File: src/rtl/icache_pkg.sv
// Shared encodings for the set-associative I-cache: FSM states and AXI response/burst codes.
package icache_pkg;

    typedef enum logic [1:0] {
        S_IDLE = 2'd0,
        S_RESP = 2'd1,
        S_AR   = 2'd2,
        S_R    = 2'd3
    } state_e;

    localparam logic [1:0] RESP_OKAY   = 2'b00;
    localparam logic [1:0] RESP_SLVERR = 2'b10;
    localparam logic [1:0] BURST_INCR  = 2'b01;

endpackage

File: src/rtl/icache_set_assoc_if.sv
// IFU-side AXI-Lite read channel and memory-side AXI burst read channel of the I-cache.
// The cache uses the slave modport; the IFU/memory environment uses master.
interface icache_set_assoc_if;
    logic [31:0] ifu_araddr;
    logic        ifu_arvalid;
    logic        ifu_arready;
    logic [31:0] ifu_rdata;
    logic [1:0]  ifu_rresp;
    logic        ifu_rvalid;
    logic        ifu_rready;
    logic [31:0] out_araddr;
    logic        out_arvalid;
    logic        out_arready;
    logic [7:0]  out_arlen;
    logic [1:0]  out_arburst;
    logic [31:0] out_rdata;
    logic [1:0]  out_rresp;
    logic        out_rvalid;
    logic        out_rready;
    logic        out_rlast;

    modport slave (
        input  ifu_araddr, ifu_arvalid, ifu_rready,
               out_arready, out_rdata, out_rresp, out_rvalid, out_rlast,
        output ifu_arready, ifu_rdata, ifu_rresp, ifu_rvalid,
               out_araddr, out_arvalid, out_arlen, out_arburst, out_rready
    );

    modport master (
        output ifu_araddr, ifu_arvalid, ifu_rready,
               out_arready, out_rdata, out_rresp, out_rvalid, out_rlast,
        input  ifu_arready, ifu_rdata, ifu_rresp, ifu_rvalid,
               out_araddr, out_arvalid, out_arlen, out_arburst, out_rready
    );
endinterface

File: src/rtl/icache_set_assoc_tag_array.sv
// Tag/valid/round-robin state for all sets: combinational lookup plus fill and flush-all updates.
module icache_tag_array
    import icache_pkg::*;
#(
    parameter int SETS_DIG = 2,
    parameter int WAYS_DIG = 1,
    parameter int TAG_W    = 26
) (
    input  logic                                    clk,
    input  logic                                    rst,
    input  logic [SETS_DIG-1:0]                     lk_set,
    input  logic [TAG_W-1:0]                        lk_tag,
    input  logic                                    fill_en,
    input  logic [SETS_DIG-1:0]                     fill_set,
    input  logic [((WAYS_DIG > 0) ? WAYS_DIG : 1)-1:0] fill_way,
    input  logic [TAG_W-1:0]                        fill_tag,
    input  logic                                    flush_all,
    output logic                                    hit,
    output logic [((WAYS_DIG > 0) ? WAYS_DIG : 1)-1:0] hit_way,
    output logic [((WAYS_DIG > 0) ? WAYS_DIG : 1)-1:0] victim_way
);
    localparam int SETS  = 1 << SETS_DIG;
    localparam int WAYS  = 1 << WAYS_DIG;
    localparam int WAY_W = (WAYS_DIG > 0) ? WAYS_DIG : 1;

    logic [TAG_W-1:0]             tag_q [SETS][WAYS];
    logic [TAG_W-1:0]             tag_d [SETS][WAYS];
    logic [SETS-1:0][WAYS-1:0]    valid_q, valid_d;
    logic [WAY_W-1:0]             rr_q [SETS];
    logic [WAY_W-1:0]             rr_d [SETS];

    // Lowest-numbered invalid way wins; round-robin only once the set is full.
    always_comb begin
        hit        = 1'b0;
        hit_way    = '0;
        victim_way = rr_q[lk_set];
        for (int w = WAYS - 1; w >= 0; w--) begin
            if (!valid_q[lk_set][w]) victim_way = WAY_W'(w);
        end
        for (int w = 0; w < WAYS; w++) begin
            if (valid_q[lk_set][w] && (tag_q[lk_set][w] == lk_tag)) begin
                hit     = 1'b1;
                hit_way = WAY_W'(w);
            end
        end
    end

    always_comb begin
        tag_d   = tag_q;
        valid_d = valid_q;
        rr_d    = rr_q;
        if (fill_en) begin
            tag_d[fill_set][fill_way]   = fill_tag;
            valid_d[fill_set][fill_way] = 1'b1;
            rr_d[fill_set]              = (WAYS == 1) ? '0 : rr_q[fill_set] + 1'b1;
        end
        if (flush_all) valid_d = '0;
    end

    always_ff @(posedge clk) begin
        if (rst) begin
            valid_q <= '0;
            for (int s = 0; s < SETS; s++) rr_q[s] <= '0;
        end else begin
            valid_q <= valid_d;
            rr_q    <= rr_d;
        end
        tag_q <= tag_d;
    end

endmodule

File: src/rtl/icache_set_assoc.sv
// N-way set-associative I-cache: same-cycle hits, whole-line INCR refill on miss, fence_i flush.
// Optional ICACHE_PERF_EN adds 32-bit hit/miss counters (tied to 0 when undefined).
module icache_set_assoc
    import icache_pkg::*;
#(
    parameter int WORDS_DIG = 2,
    parameter int SETS_DIG  = 2,
    parameter int WAYS_DIG  = 1
) (
    input  logic              clk,
    input  logic              rst,
    icache_set_assoc_if.slave bus,
    input  logic              fence_i,
    output logic [31:0]       perf_hit,
    output logic [31:0]       perf_miss
);
    localparam int WORDS    = 1 << WORDS_DIG;
    localparam int SETS     = 1 << SETS_DIG;
    localparam int WAYS     = 1 << WAYS_DIG;
    localparam int LINE_LSB = 2 + WORDS_DIG;
    localparam int LINE_W   = 32 - LINE_LSB;
    localparam int TAG_W    = LINE_W - SETS_DIG;
    localparam int WORD_W   = (WORDS_DIG > 0) ? WORDS_DIG : 1;
    localparam int WAY_W    = (WAYS_DIG > 0) ? WAYS_DIG : 1;
    localparam int CNT_W    = WORD_W + 1;

    state_e            state_q, state_d;
    logic [LINE_W-1:0] line_q, line_d;
    logic [WORD_W-1:0] word_q, word_d;
    logic [WAY_W-1:0]  victim_q, victim_d;
    logic [CNT_W-1:0]  cnt_q, cnt_d;
    logic              err_q, err_d;
    logic              fence_pend_q, fence_pend_d;
    logic [31:0]       buf_q, buf_d;
    logic [1:0]        resp_q, resp_d;

    logic [31:0]       data_mem [SETS][WAYS][WORDS];

    logic [LINE_W-1:0] lk_line;
    logic [WORD_W-1:0] lk_word;
    logic              hit;
    logic [WAY_W-1:0]  hit_way, victim_way;
    logic              fill_en, flush_all, mem_we;
    logic              hit_acc, miss_acc, short_burst, beat_bad;
    logic [31:0]       hit_word;

    assign lk_line = bus.ifu_araddr[31:LINE_LSB];

    if (WORDS_DIG > 0) begin : g_word
        assign lk_word = bus.ifu_araddr[LINE_LSB-1:2];
    end else begin : g_noword
        assign lk_word = 1'b0;
    end

    icache_tag_array #(
        .SETS_DIG (SETS_DIG),
        .WAYS_DIG (WAYS_DIG),
        .TAG_W    (TAG_W)
    ) u_tags (
        .clk        (clk),
        .rst        (rst),
        .lk_set     (lk_line[SETS_DIG-1:0]),
        .lk_tag     (lk_line[LINE_W-1:SETS_DIG]),
        .fill_en    (fill_en),
        .fill_set   (line_q[SETS_DIG-1:0]),
        .fill_way   (victim_q),
        .fill_tag   (line_q[LINE_W-1:SETS_DIG]),
        .flush_all  (flush_all),
        .hit        (hit),
        .hit_way    (hit_way),
        .victim_way (victim_way)
    );

    assign bus.ifu_arready = (state_q == S_IDLE) && !fence_i && !fence_pend_q;
    assign hit_acc         = bus.ifu_arready && bus.ifu_arvalid && hit;
    assign miss_acc        = bus.ifu_arready && bus.ifu_arvalid && !hit;
    assign hit_word        = data_mem[lk_line[SETS_DIG-1:0]][hit_way][lk_word];

    assign bus.ifu_rvalid  = hit_acc || (state_q == S_RESP);
    assign bus.ifu_rdata   = hit_acc ? hit_word : buf_q;
    assign bus.ifu_rresp   = hit_acc ? RESP_OKAY : resp_q;

    assign bus.out_araddr  = {line_q, {LINE_LSB{1'b0}}};
    assign bus.out_arvalid = (state_q == S_AR);
    assign bus.out_arlen   = 8'(WORDS - 1);
    assign bus.out_arburst = BURST_INCR;
    assign bus.out_rready  = (state_q == S_R);

    // rlast on any beat other than the last expected one means a truncated line.
    assign short_burst = (cnt_q != CNT_W'(WORDS - 1));
    assign beat_bad    = (bus.out_rresp != RESP_OKAY);

    always_comb begin
        state_d      = state_q;
        line_d       = line_q;
        word_d       = word_q;
        victim_d     = victim_q;
        cnt_d        = cnt_q;
        err_d        = err_q;
        buf_d        = buf_q;
        resp_d       = resp_q;
        fence_pend_d = fence_pend_q;
        fill_en      = 1'b0;
        flush_all    = 1'b0;
        mem_we       = 1'b0;

        if (state_q != S_IDLE && fence_i) fence_pend_d = 1'b1;

        case (state_q)
            S_IDLE: begin
                if (fence_i || fence_pend_q) begin
                    flush_all    = 1'b1;
                    fence_pend_d = 1'b0;
                end else if (hit_acc && !bus.ifu_rready) begin
                    buf_d   = hit_word;
                    resp_d  = RESP_OKAY;
                    state_d = S_RESP;
                end else if (miss_acc) begin
                    line_d   = lk_line;
                    word_d   = lk_word;
                    victim_d = victim_way;
                    err_d    = 1'b0;
                    state_d  = S_AR;
                end
            end
            S_AR: begin
                if (bus.out_arready) begin
                    cnt_d   = '0;
                    state_d = S_R;
                end
            end
            S_R: begin
                if (bus.out_rvalid) begin
                    mem_we = (cnt_q < CNT_W'(WORDS));
                    if (cnt_q == CNT_W'(word_q)) buf_d = bus.out_rdata;
                    if (beat_bad) err_d = 1'b1;
                    if (cnt_q != CNT_W'(WORDS)) cnt_d = cnt_q + 1'b1;
                    if (bus.out_rlast) begin
                        fill_en = !(err_q || beat_bad || short_burst);
                        resp_d  = (err_q || beat_bad || short_burst) ? RESP_SLVERR : RESP_OKAY;
                        state_d = S_RESP;
                    end
                end
            end
            S_RESP: begin
                if (bus.ifu_rready) state_d = S_IDLE;
            end
            default: state_d = S_IDLE;
        endcase
    end

    always_ff @(posedge clk) begin
        if (rst) begin
            state_q      <= S_IDLE;
            line_q       <= '0;
            word_q       <= '0;
            victim_q     <= '0;
            cnt_q        <= '0;
            err_q        <= 1'b0;
            buf_q        <= '0;
            resp_q       <= RESP_OKAY;
            fence_pend_q <= 1'b0;
        end else begin
            state_q      <= state_d;
            line_q       <= line_d;
            word_q       <= word_d;
            victim_q     <= victim_d;
            cnt_q        <= cnt_d;
            err_q        <= err_d;
            buf_q        <= buf_d;
            resp_q       <= resp_d;
            fence_pend_q <= fence_pend_d;
        end
    end

    always_ff @(posedge clk) begin
        if (mem_we && !rst) data_mem[line_q[SETS_DIG-1:0]][victim_q][cnt_q[WORD_W-1:0]] <= bus.out_rdata;
    end

`ifdef ICACHE_PERF_EN
    logic [31:0] perf_hit_q, perf_hit_d, perf_miss_q, perf_miss_d;

    always_comb begin
        perf_hit_d  = perf_hit_q + {31'd0, hit_acc};
        perf_miss_d = perf_miss_q + {31'd0, miss_acc};
    end

    always_ff @(posedge clk) begin
        if (rst) begin
            perf_hit_q  <= '0;
            perf_miss_q <= '0;
        end else begin
            perf_hit_q  <= perf_hit_d;
            perf_miss_q <= perf_miss_d;
        end
    end

    assign perf_hit  = perf_hit_q;
    assign perf_miss = perf_miss_q;
`else
    assign perf_hit  = '0;
    assign perf_miss = '0;
`endif

endmodule

File: src/flat_wrapper.sv
// flat-port wrapper written by rule: the top's interface ports become plain ports
module icache_set_assoc_flat import icache_pkg::*;
#(
    parameter int WORDS_DIG = 2,
    parameter int SETS_DIG  = 2,
    parameter int WAYS_DIG  = 1
)
  (clk, rst, fence_i, perf_hit, perf_miss, bus_ifu_araddr, bus_ifu_arvalid, bus_ifu_rready, bus_out_arready, bus_out_rdata, bus_out_rresp, bus_out_rvalid, bus_out_rlast, bus_ifu_arready, bus_ifu_rdata, bus_ifu_rresp, bus_ifu_rvalid, bus_out_araddr, bus_out_arvalid, bus_out_arlen, bus_out_arburst, bus_out_rready);
  icache_set_assoc_if bus_i ();
  input  logic clk;
  input  logic rst;
  input  logic fence_i;
  output logic [31:0] perf_hit;
  output logic [31:0] perf_miss;
  input wire logic [$bits(bus_i.ifu_araddr)-1:0] bus_ifu_araddr;
  input wire logic [$bits(bus_i.ifu_arvalid)-1:0] bus_ifu_arvalid;
  input wire logic [$bits(bus_i.ifu_rready)-1:0] bus_ifu_rready;
  input wire logic [$bits(bus_i.out_arready)-1:0] bus_out_arready;
  input wire logic [$bits(bus_i.out_rdata)-1:0] bus_out_rdata;
  input wire logic [$bits(bus_i.out_rresp)-1:0] bus_out_rresp;
  input wire logic [$bits(bus_i.out_rvalid)-1:0] bus_out_rvalid;
  input wire logic [$bits(bus_i.out_rlast)-1:0] bus_out_rlast;
  output wire logic [$bits(bus_i.ifu_arready)-1:0] bus_ifu_arready;
  output wire logic [$bits(bus_i.ifu_rdata)-1:0] bus_ifu_rdata;
  output wire logic [$bits(bus_i.ifu_rresp)-1:0] bus_ifu_rresp;
  output wire logic [$bits(bus_i.ifu_rvalid)-1:0] bus_ifu_rvalid;
  output wire logic [$bits(bus_i.out_araddr)-1:0] bus_out_araddr;
  output wire logic [$bits(bus_i.out_arvalid)-1:0] bus_out_arvalid;
  output wire logic [$bits(bus_i.out_arlen)-1:0] bus_out_arlen;
  output wire logic [$bits(bus_i.out_arburst)-1:0] bus_out_arburst;
  output wire logic [$bits(bus_i.out_rready)-1:0] bus_out_rready;
  assign bus_i.ifu_araddr = bus_ifu_araddr;
  assign bus_i.ifu_arvalid = bus_ifu_arvalid;
  assign bus_i.ifu_rready = bus_ifu_rready;
  assign bus_i.out_arready = bus_out_arready;
  assign bus_i.out_rdata = bus_out_rdata;
  assign bus_i.out_rresp = bus_out_rresp;
  assign bus_i.out_rvalid = bus_out_rvalid;
  assign bus_i.out_rlast = bus_out_rlast;
  assign bus_ifu_arready = bus_i.ifu_arready;
  assign bus_ifu_rdata = bus_i.ifu_rdata;
  assign bus_ifu_rresp = bus_i.ifu_rresp;
  assign bus_ifu_rvalid = bus_i.ifu_rvalid;
  assign bus_out_araddr = bus_i.out_araddr;
  assign bus_out_arvalid = bus_i.out_arvalid;
  assign bus_out_arlen = bus_i.out_arlen;
  assign bus_out_arburst = bus_i.out_arburst;
  assign bus_out_rready = bus_i.out_rready;
  icache_set_assoc #(.WORDS_DIG(WORDS_DIG), .SETS_DIG(SETS_DIG), .WAYS_DIG(WAYS_DIG)) u_core (.clk(clk), .rst(rst), .bus(bus_i), .fence_i(fence_i), .perf_hit(perf_hit), .perf_miss(perf_miss));
endmodule
File: config.mk
export PLATFORM = sky130hd
export DESIGN_NAME = icache_set_assoc_flat
export DESIGN_NICKNAME = d
export VERILOG_FILES = /design/src/rtl/icache_pkg.sv /design/src/rtl/icache_set_assoc_if.sv /design/src/rtl/icache_set_assoc_tag_array.sv /design/src/rtl/icache_set_assoc.sv /design/src/flat_wrapper.sv
export SDC_FILE = /design/constraint.sdc
export NUM_CORES = 1
export LEC_CHECK = 0
export BUFFER_PORTS_ARGS = -buffer_cell sky130_fd_sc_hd__buf_2
export CAP_MARGIN = 0
export CORE_UTILIZATION = 25
export DETAILED_ROUTE_END_ITERATION = 10
export HOLD_SLACK_MARGIN = 0.05
export SLEW_MARGIN = 10
export SYNTH_ARGS = -nofsm -noshare
export SYNTH_HDL_FRONTEND = slang
export SYNTH_HIERARCHICAL = 1
export SYNTH_SLANG_ARGS = --single-unit
File: constraint.sdc
create_clock -name clk -period 6.7 [get_ports clk]
set_clock_uncertainty 0.15 [all_clocks]
set_input_delay 1.005 -clock clk [delete_from_list [all_inputs] [get_ports clk]]
set_output_delay 1.005 -clock clk [all_outputs]
set_load 0.005 [all_outputs]
==> flow_summary.toml <==
[detailed_routing]
drt-pass1-iter-count = 6
final_antenna_net_count = 0
drt_iter0_drc = 2516
wirelength_um = 139000
drc = 0
routedWlPerCell_um = 22.1
viasPerCell = 4.61
vias = 29000

[cells_and_area]
synthToLayoutAreaGrowth_pct = 16.2
final_cell_mix = "edfxtp_1 (1,232), mux2i_1 (549), a22oi_1 (258), nand2_1 (247), buf_2 (133)"
postLayoutCoreUtil = 0.293
finalNetCount = 3440
layout_commonest_cell = "edfxtp_1"
layoutNonFillerInstCount = 6277
fin_area_um2 = 61300
drive_above_1_share = 0.159

[worst_setup_path]
start_kind = "input pin"
cp_num_buf_inv = 6
crit_fanout = 18
crit_required_ns = 5.54
critical-path-max-stage-delay_ns = 0.50
path_cells = "clkbuf_4, buf_4, mux4_2, xor2_1, nor4_1, o211ai_1, or4_4, nor2_1, buf_4, nor2b_4, buf_12, buf_4, a22oi_1, nand2_1, o22ai_1, nor2_1, o21ai_0, buf_2"
crit_path_top_delay_cell = "mux4_2"
worstSetupEndpointType = "output pin"
path_delay_family = "simple AND/OR/NAND/NOR gates"
crit_top_cell = "buf_4"
worstSetupPathType = "input pin to output pin"
arrival_ns = 5.39

[power_and_ir_drop]
finalPower_mw = 16.8
vdd_ir_drop_max_uv = 230
power.leakage_nw = 20.8
p_per_area_nw_per_um2 = 273

[timing]
drv_slew = 0
final_hold_viol_count = 0
tightest_slew_ns = 1.20
maxSlewHeadroom = 0.201
setup_slack_ns = 0.152
hold_slack_ns = 0.317
setup_violations = 0
setup_tns_ns = 0
finalCritPeriodShare = 0.977
max_freq_mhz = 153
rsz0062_at_grt = "no"
fin_crit_ns = 6.55

[clock_tree]
post-cts-setup-buffers = 0
cts_tree = "yes"
cts_num_sinks = 1315
cts_inserted_buffers = 121
clk_latency_ns = 0.78
clock-root-buffer = "clkbuf_16"
cts_htree_levels = 3
hold_buffers = 0
clk_path_buf_depth = 3
clk_pin_slew_worst_paths_ns = 0.06

[die]
rows = 168
start_util = 0.252
boundaryPins = 218
core_um2 = 210000
dieArea_um2 = 213000
fp.dieW_um = 461
die_h_um = 461

[synthesis]
yosys_warnings = 6
netlist_area_um2 = 52800
syn_inst = 3173
synth_top_family_by_area = "multiplexers"
synth_compound_area_frac = 0.0672
synth_edf_count = 1232
synthMuxAreaShare = 0.122
synthXorXnorAreaFrac = 0.00813
synthArstFlopShare = 0
synth_seq_area_share = 0.733
yosysUniqueCellTypes = 63
yosys.area_share.simple = 0.0403
synth_area_per_cell_um2 = 16.6
synth-seq-cells = 1315
synthAdderAreaFrac = 0.00119
ys.flop_type = "edfxtp_1"

[grt]
grt_antenna_before_repair = 34
grt_start_max_net_pins = 134
grt_pass1_vias = 28400
track_usage = 0.127
grt.overflow.total = 0
grt_pass1_wl_um = 199000

[placement]
place_area_um2 = 57300
dp_slack_ns = 0.150
gp_congestion = 0.775
portBuffers = 136
dpl.hpwl_um = 76800
dp.cells = 6043

[min_path]
holdCritPathClass = "register to register"

[status]
status = "finished clean"

[run]
drv_cap = 0
worst register-to-register path: stages, from the launching register on:
cell      delay [ns]
edfxtp_1        0.35
mux4_1          0.53
xor2_1          0.16
nor4_1          0.56
nand4_1         0.15
or4_1           0.48
o22ai_2         0.27
nand3_4         0.12
buf_12          0.19
nor2_2          0.27
o21bai_4        0.12
or3_2           0.62
buf_12          0.26
o221ai_1        0.27
flip-flops by register name, indices dropped and copies added, names as in the netlist:
signal	count
u_core/u_tags/tag_q	208
u_core/buf_q	32
u_core/state_q	2
u_core/line_q	28
u_core/victim_q	1
u_core/err_q	1
u_core/data_mem	1024
u_core/cnt_q	3
u_core/u_tags/rr_q	4
u_core/resp_q	1
u_core/fence_pend_q	1
u_core/word_q	2
u_core/u_tags/valid_q	8
repair_timing:
| item | 4_1_cts | 5_1_grt |
|---|---|---|
| endpoints found under the hold margin | 0 | 0 |
| endpoints found under the setup margin | 0 | 1 |
| resized for setup | 0 | 1 |
power breakdown:
part	internal [mW]	switching [mW]
clock network	3.81	3.11
logic	0.277	0.523
registers	9.00	0.0423
total	13.1	3.67
kinds of logic (layout without fill, tap and decap cells):
family	after synthesis	count (layout)
other cells	2	82
xor+xnor	49	49
buf+inv	279	498
mux	589	589
fa+ha+maj	5	5
compound gates	473	473
simple gates	461	461
flops	1315	1315
final cells by class:
type                       instances  area (um^2)
timing repair buffer             258         1910
clock inverter                    70          722
sequential                      1315        38700
fill                           20700       148000
clock buffer                     161         3250
inverter                           9         36.3
multi-input combinational       1656        13200
tap                             2805         3510
antenna                            3         7.51
final timing paths:
path / depth (start not counted) / to / slack (ns) / startpoint
setup / recovery: 18 / bus_ifu_rdata[8] / 0.15 / bus_ifu_araddr[4]
hold / removal: 1 / u_core/u_tags/valid_q[6] / 0.32 / u_core/u_tags/valid_q[6]
setup reg to reg: 13 / u_core/buf_q[0] / 2.11 / u_core/u_tags/tag_q[154]
hold reg to reg: 1 / u_core/u_tags/valid_q[6] / 0.32 / u_core/u_tags/valid_q[6]
layer usage:
layer | track usage | up-vias | share of wire
li1 | - | 12700 | -
met1 | 0.172 | 15000 | 0.43
met2 | 0.204 | 1045 | 0.47
met3 | 0.0302 | 221 | 0.074
met4 | 0.0299 | 26 | 0.021
met5 | 0 | - | 0.0012
synth_stat cells, drive strengths merged (31+ instances only):
cell | n | share of area
buf | 174 | 0.021
a22oi | 258 | 0.037
clkbuf | 96 | 0.0068
nor2 | 99 | 0.0071
mux2i | 549 | 0.10
mux4 | 38 | 0.017
edfxtp | 1232 | 0.70
o221ai | 33 | 0.0090
o22ai | 73 | 0.0088
nand3b | 66 | 0.0094
xor2 | 31 | 0.0051
a21oi | 34 | 0.0032
dfxtp | 83 | 0.031
o21ai | 39 | 0.0037
nand2 | 248 | 0.018
Power figures use the tool's default switching activity.
